`config.mk`:
```
export PLATFORM = sky130hd
export DESIGN_NAME = mem_request_arbiter
export DESIGN_NICKNAME = d
export VERILOG_FILES = /design/src/rtl/mem_request_arbiter.sv
export SDC_FILE = /design/constraint.sdc
export NUM_CORES = 1
export LEC_CHECK = 0
export ABC_CLOCK_PERIOD_IN_PS = 2200
export BUFFER_PORTS_ARGS = -buffer_cell sky130_fd_sc_hd__buf_2
export CORE_MARGIN = 8
export CORE_UTILIZATION = 30
export DETAILED_ROUTE_END_ITERATION = 16
export HOLD_SLACK_MARGIN = 0.05
export PLACE_DENSITY = 0.64
export SETUP_SLACK_MARGIN = 0.4
export SLEW_MARGIN = 20
export SYNTH_ARGS = -nofsm -noshare
export SYNTH_HDL_FRONTEND = slang
export SYNTH_SLANG_ARGS = --single-unit
```
`constraint.sdc`:
```
create_clock -name CLK -period 2.2 [get_ports CLK]
set_input_delay 0.22 -clock CLK [delete_from_list [all_inputs] [get_ports CLK]]
set_output_delay 0.22 -clock CLK [all_outputs]
set_load 0.1 [all_outputs]
```
`src/rtl/mem_request_arbiter.sv`:
```
// Memory request arbiter: serves data and fetch requests from the datapath on one shared RAM port.
// Latency: the hit pulse follows the cycle in which RAM reports ACCESS, so there are at least 2 cycles from request to hit.
// Backpressure: requesters hold their request until a hit; the RAM stalls with FREE/BUSY, and a watchdog forces an error completion.
module mem_request_arbiter #(
  parameter int          TIMEOUT_CYC = 64,
  parameter logic [31:0] ERR_WORD    = 32'hBAD1BAD1
) (
  input  logic        CLK,
  input  logic        RST,
  input  logic        iREN,
  input  logic [31:0] iaddr,
  input  logic        dREN,
  input  logic        dWEN,
  input  logic [31:0] daddr,
  input  logic [31:0] dstore,
  input  logic [1:0]  ramstate,
  input  logic [31:0] ramload,
  output logic        ihit,
  output logic [31:0] iload,
  output logic        dhit,
  output logic [31:0] dload,
  output logic        ramREN,
  output logic        ramWEN,
  output logic [31:0] ramaddr,
  output logic [31:0] ramstore,
  output logic        mem_err
);

  // RAM status encodings
  localparam logic [1:0] RS_FREE   = 2'd0;
  localparam logic [1:0] RS_BUSY   = 2'd1;
  localparam logic [1:0] RS_ACCESS = 2'd2;
  localparam logic [1:0] RS_ERROR  = 2'd3;

  // The counter must be able to hold TIMEOUT_CYC-1
  localparam int CNT_W = (TIMEOUT_CYC > 1) ? $clog2(TIMEOUT_CYC + 1) : 1;
  localparam logic [CNT_W-1:0] CNT_LAST = CNT_W'(TIMEOUT_CYC - 1);

  typedef enum logic [2:0] {
    S_IDLE  = 3'd0,
    S_DACC  = 3'd1,
    S_IACC  = 3'd2,
    S_DRESP = 3'd3,
    S_IRESP = 3'd4
  } state_t;

  state_t     state_q,    state_d;
  logic [CNT_W-1:0] cnt_q, cnt_d;
  logic [31:0] iload_q,   iload_d;
  logic [31:0] dload_q,   dload_d;
  logic        ihit_q,    ihit_d;
  logic        dhit_q,    dhit_d;
  logic        err_q,     err_d;
  logic [31:0] ramaddr_q, ramaddr_d;
  logic [31:0] ramstore_q, ramstore_d;

  logic d_req;
  logic timeout_hit;
  logic ram_fail;

  // A store wins over a load when both are raised, so either strobe alone is a data request
  assign d_req       = dREN | dWEN;
  // The watchdog fires on the last allowed cycle, but only if RAM did not complete in that cycle
  assign timeout_hit = (cnt_q == CNT_LAST);
  assign ram_fail    = (ramstate == RS_ERROR) ||
                       (((ramstate == RS_FREE) || (ramstate == RS_BUSY)) && timeout_hit);

  // RAM port drive: live request inputs in access states, held copies otherwise so the bus never floats
  always_comb begin
    ramREN   = 1'b0;
    ramWEN   = 1'b0;
    ramaddr  = ramaddr_q;
    ramstore = ramstore_q;
    case (state_q)
      S_DACC: begin
        ramaddr  = daddr;
        ramREN   = dREN & ~dWEN;
        ramWEN   = dWEN;
        ramstore = dstore;
      end
      S_IACC: begin
        ramaddr = iaddr;
        ramREN  = 1'b1;
      end
      default: begin
        ramREN = 1'b0;
        ramWEN = 1'b0;
      end
    endcase
  end

  // Next-state logic: arbitration, RAM handshake, watchdog and response capture
  always_comb begin
    state_d    = state_q;
    cnt_d      = cnt_q;
    iload_d    = iload_q;
    dload_d    = dload_q;
    err_d      = err_q;
    ramaddr_d  = ramaddr;
    ramstore_d = ramstore;

    case (state_q)
      S_IDLE: begin
        // Data is served before fetch; the choice is locked in on entry
        if (d_req) begin
          state_d = S_DACC;
        end else if (iREN) begin
          state_d = S_IACC;
        end
      end

      S_DACC: begin
        if (!d_req) begin
          // Requester withdrew: drop the access silently, the store is not committed
          state_d = S_IDLE;
        end else if (ramstate == RS_ACCESS) begin
          if (!dWEN) begin
            dload_d = ramload;
          end
          state_d = S_DRESP;
        end else if (ram_fail) begin
          if (!dWEN) begin
            dload_d = ERR_WORD;
          end
          err_d   = 1'b1;
          state_d = S_DRESP;
        end else begin
          cnt_d = cnt_q + 1'b1;
        end
      end

      S_IACC: begin
        if (!iREN) begin
          state_d = S_IDLE;
        end else if (ramstate == RS_ACCESS) begin
          iload_d = ramload;
          state_d = S_IRESP;
        end else if (ram_fail) begin
          iload_d = ERR_WORD;
          err_d   = 1'b1;
          state_d = S_IRESP;
        end else begin
          cnt_d = cnt_q + 1'b1;
        end
      end

      S_DRESP, S_IRESP: begin
        // Hit is shown for exactly one cycle, then re-arbitrate
        state_d = S_IDLE;
      end

      default: begin
        state_d = S_IDLE;
      end
    endcase

    // Every access starts its watchdog from zero
    if (state_d == S_IDLE) begin
      cnt_d = '0;
    end

    ihit_d = (state_d == S_IRESP);
    dhit_d = (state_d == S_DRESP);
  end

  // State and registered outputs; reset drops any access in flight without a hit
  always_ff @(posedge CLK) begin
    if (RST) begin
      state_q    <= S_IDLE;
      cnt_q      <= '0;
      iload_q    <= '0;
      dload_q    <= '0;
      ihit_q     <= 1'b0;
      dhit_q     <= 1'b0;
      err_q      <= 1'b0;
      ramaddr_q  <= '0;
      ramstore_q <= '0;
    end else begin
      state_q    <= state_d;
      cnt_q      <= cnt_d;
      iload_q    <= iload_d;
      dload_q    <= dload_d;
      ihit_q     <= ihit_d;
      dhit_q     <= dhit_d;
      err_q      <= err_d;
      ramaddr_q  <= ramaddr_d;
      ramstore_q <= ramstore_d;
    end
  end

  assign ihit    = ihit_q;
  assign dhit    = dhit_q;
  assign iload   = iload_q;
  assign dload   = dload_q;
  assign mem_err = err_q;

  // Invariants of the response and RAM handshakes
  a_one_hit: assert property (@(posedge CLK) disable iff (RST) !(ihit && dhit));
  a_ihit_pulse: assert property (@(posedge CLK) disable iff (RST) ihit |=> !ihit);
  a_dhit_pulse: assert property (@(posedge CLK) disable iff (RST) dhit |=> !dhit);
  a_ren_wen: assert property (@(posedge CLK) disable iff (RST) !(ramREN && ramWEN));

endmodule
```
==> impl_metrics.ini <==
[floorplanning]
die_w_microns = 152
dieArea_sq_um = 23200
dieHeight_microns = 152
num_rows = 50
coreArea_sq_um = 18500
io_pins = 268
initial_core_util_pct = 30.2

[critical_path]
cp_slowest_cell = dfxtp_4
cp_top_family = buffers and inverters
cp_cell_sequence = nor3b_4 -> buf_6 -> buf_12 -> nor2_4 -> buf_6 -> nand2_2 -> nand2_4 -> buf_12
worst-path-stages = 8
worst_setup_path_start_kind = register
reg2reg_from = state_q[1]$_SDFF_PP0_
cp.arrival_ns = 1.93
cp.buffers_inverters = 4
critPathLaunch = state_q[1]$_SDFF_PP0_
worstRegToRegCells = 9
crit_required_ns = 1.98
crit_type = register to output port
max_stage_delay_ns = 0.36
cp_max_fo = 9
worstSetupEndpointType = output port

[placed_design]
hpwl_microns = 13500
place_ws_ns = 0.179
place_area_sq_um = 7960
io_buffers = 267
gp_congestion = 0.827

[finish]
final_layout_size_suffix_gt1_share_pct = 58.5
postLayoutCellArea_sq_um = 10300
layout_commonest_cell = buf_2
area_growth_pct = 84.3
final_cell_mix = 200 x buf_2, 138 x dfxtp_1, 76 x buf_12
finalNetCount = 1048

[cts]
clkSlewWorstSetupHoldPaths_ns = 0.06
clock_sinks = 141
cts_max_path_buffers = 2
root_buffer = clkbuf_16
cts_buffers = 17
ctsHtreeMaxLevel = 4
worstSkewPairLatency_ns = 0.42
cts_tree = yes

[grt]
grt_pass1_vias = 5848
overflow = 0
antenna_found_initial = 1
grt_pass1_wl_microns = 32200
grt_max_degree = 88
grt_usage_pct = 17.2

[detailed_routing]
ant_nets = 0
wl_met3_microns = 1070
drt-met1-wl_microns = 8150
drt-pass1-iter-count = 4
top_layer_used = met4
routedWlPerCell_microns = 18.6
drc_errors = 0
vias_per_cell = 4.86
routed_wl_microns = 21600
num_vias = 5642
wl_met2_microns = 11800
drt_iter0_markers = 293

[synth]
yosysWarnings = 0
syn_nets = 761
async_flop_share_pct = 0
synth_seq_area_share_pct = 50.7
synth_cell_type_count = 39
synth-seq-cells = 141
synth_edf_count = 0
synth_top_area_cell = dfxtp_1
syn_area_per_cell_sq_um = 8.91
syn_area_sq_um = 5570
synthFlopType = dfxtp_1
synth_top_area_share_pct = 50.7
synth_cells = 625
ys_top_cells_by_area = dfxtp_1 51%, nor2b_1 7.4%, nand2_1 6.9%

[timing]
final-hold-violation-count = 0
setup_slack_ns = 0.0512
period_share_pct = 97.7
maxSlewViolCount = 0
fin_skew_ns = 0.00979
fmax_mhz = 465
worst_slew_pin_slew_ns = 0.636
slew_headroom_pct = 57.6
min_period_ns = 2.15
rsz0062_at_grt = yes
setup_viol = 0

[status]
status = completed

[job]
drv_cap = 0

[min_path]
hold_path_class = input pin to register
hp-start = ramload[10]
holdPathStages = 3

[pwr]
p_leak_nw = 4.35
power-per-cell-area_nw_per_um2 = 838
peakVddDrop_uv = 552
-- cell usage after synthesis (2+ instances only) --
cell	instances
buf_2	11
buf_4	4
inv_1	3
and2_1	3
a22oi_1	32
buf_1	5
nor3b_2	2
a211oi_1	37
a21oi_1	32
dfxtp_1	141
clkbuf_1	28
nand4_1	2
a31o_2	3
nand2b_1	4
nor2_1	67
nor2b_1	66
nand3_1	29
o21ai_0	2
nand2_1	103
mux2_2	32
-- area by class of cell --
cell class	instances	area, sq um
antenna	1	2.50
sequential	141	2830
inverter	3	11.3
clock buffer	18	439
timing repair buffer	316	3080
fill	1584	8190
tap	234	293
clock inverter	14	158
multi-input combinational	433	3460
-- cells by family after synthesis --
| logic type | count (synthesis) | share of synthesized area [%] |
|---|---|---|
| AOI/OAI and AO/OA | 114 | 14.3 |
| muxes | 33 | 6.65 |
| xor gates and xnor gates | 1 | 0.157 |
| DFF | 141 | 50.7 |
| and+or+nand+nor | 284 | 24.1 |
| buffers and inverters | 51 | 3.95 |
| adders and majority gates | 1 | 0.225 |
-- where the power goes --
group	leakage, nW	internal, mW	switching (mW)
Combinational	2.92	1.10	1.89
Clock	0.290	1.72	1.18
Sequential	1.15	2.66	0.0484
-- final timing paths --
kind | end | slack, ns
worst min register to register | cnt_q[6]$_SDFFE_PP0P_ | 0.44
worst max-delay path | ramaddr[30] | 0.05
worst max register to register | dload[3]$_SDFFE_PP0P_ | 0.33
worst min-delay path | dload[10]$_SDFFE_PP0P_ | 0.07
-- state kept, by name (all words and copies together) (netlist names) --
signal / flops
ramstore_q: 32
dhit: 1
mem_err: 1
dload: 32
cnt_q: 7
ramaddr_q: 32
state_q: 3
iload: 32
ihit: 1
-- timing repair --
item / in CTS / in global routing
hold buffers: 2 / 0
gates cloned: 8 / 4
buffers inserted: 14 / 6
endpoints found under the setup margin: 154 / 133
hold endpoints to repair: 3 / 0
resized for setup: 151 / 162
pin swaps: 5 / 49
-- routing by layer --
metal / up-vias / track usage [%]
met5: - / 0
met4: 0 / 8.00
met3: 33 / 4.59
met2: 172 / 31.6
met1: 2718 / 18.1
li1: 2719 / -
-- tightest hold or removal path: cells and delay by family --
kind / cells / cell delay [ns]
AO/OA/AOI/OAI: 1 / 0.05
buffers and inverters: 1 / 0.11
AND/OR/NAND/NOR: 1 / 0.06
-- metrics by stage --
stage               cells  util (%)  setup TNS [ns]  hold WS (ns)  total power [mW]
finish               1160      55.6               0        0.0744              8.61
global route         1160      55.6          -0.740        0.0612              8.89
global placement     1093      43.2               0         0.426              5.17
floorplan             625         -               0         0.368              4.48
CTS                  1149      51.2               0        0.0518              8.45
detailed placement   1093      43.2               0         0.432              5.19
Power figures use the tool's default switching activity.
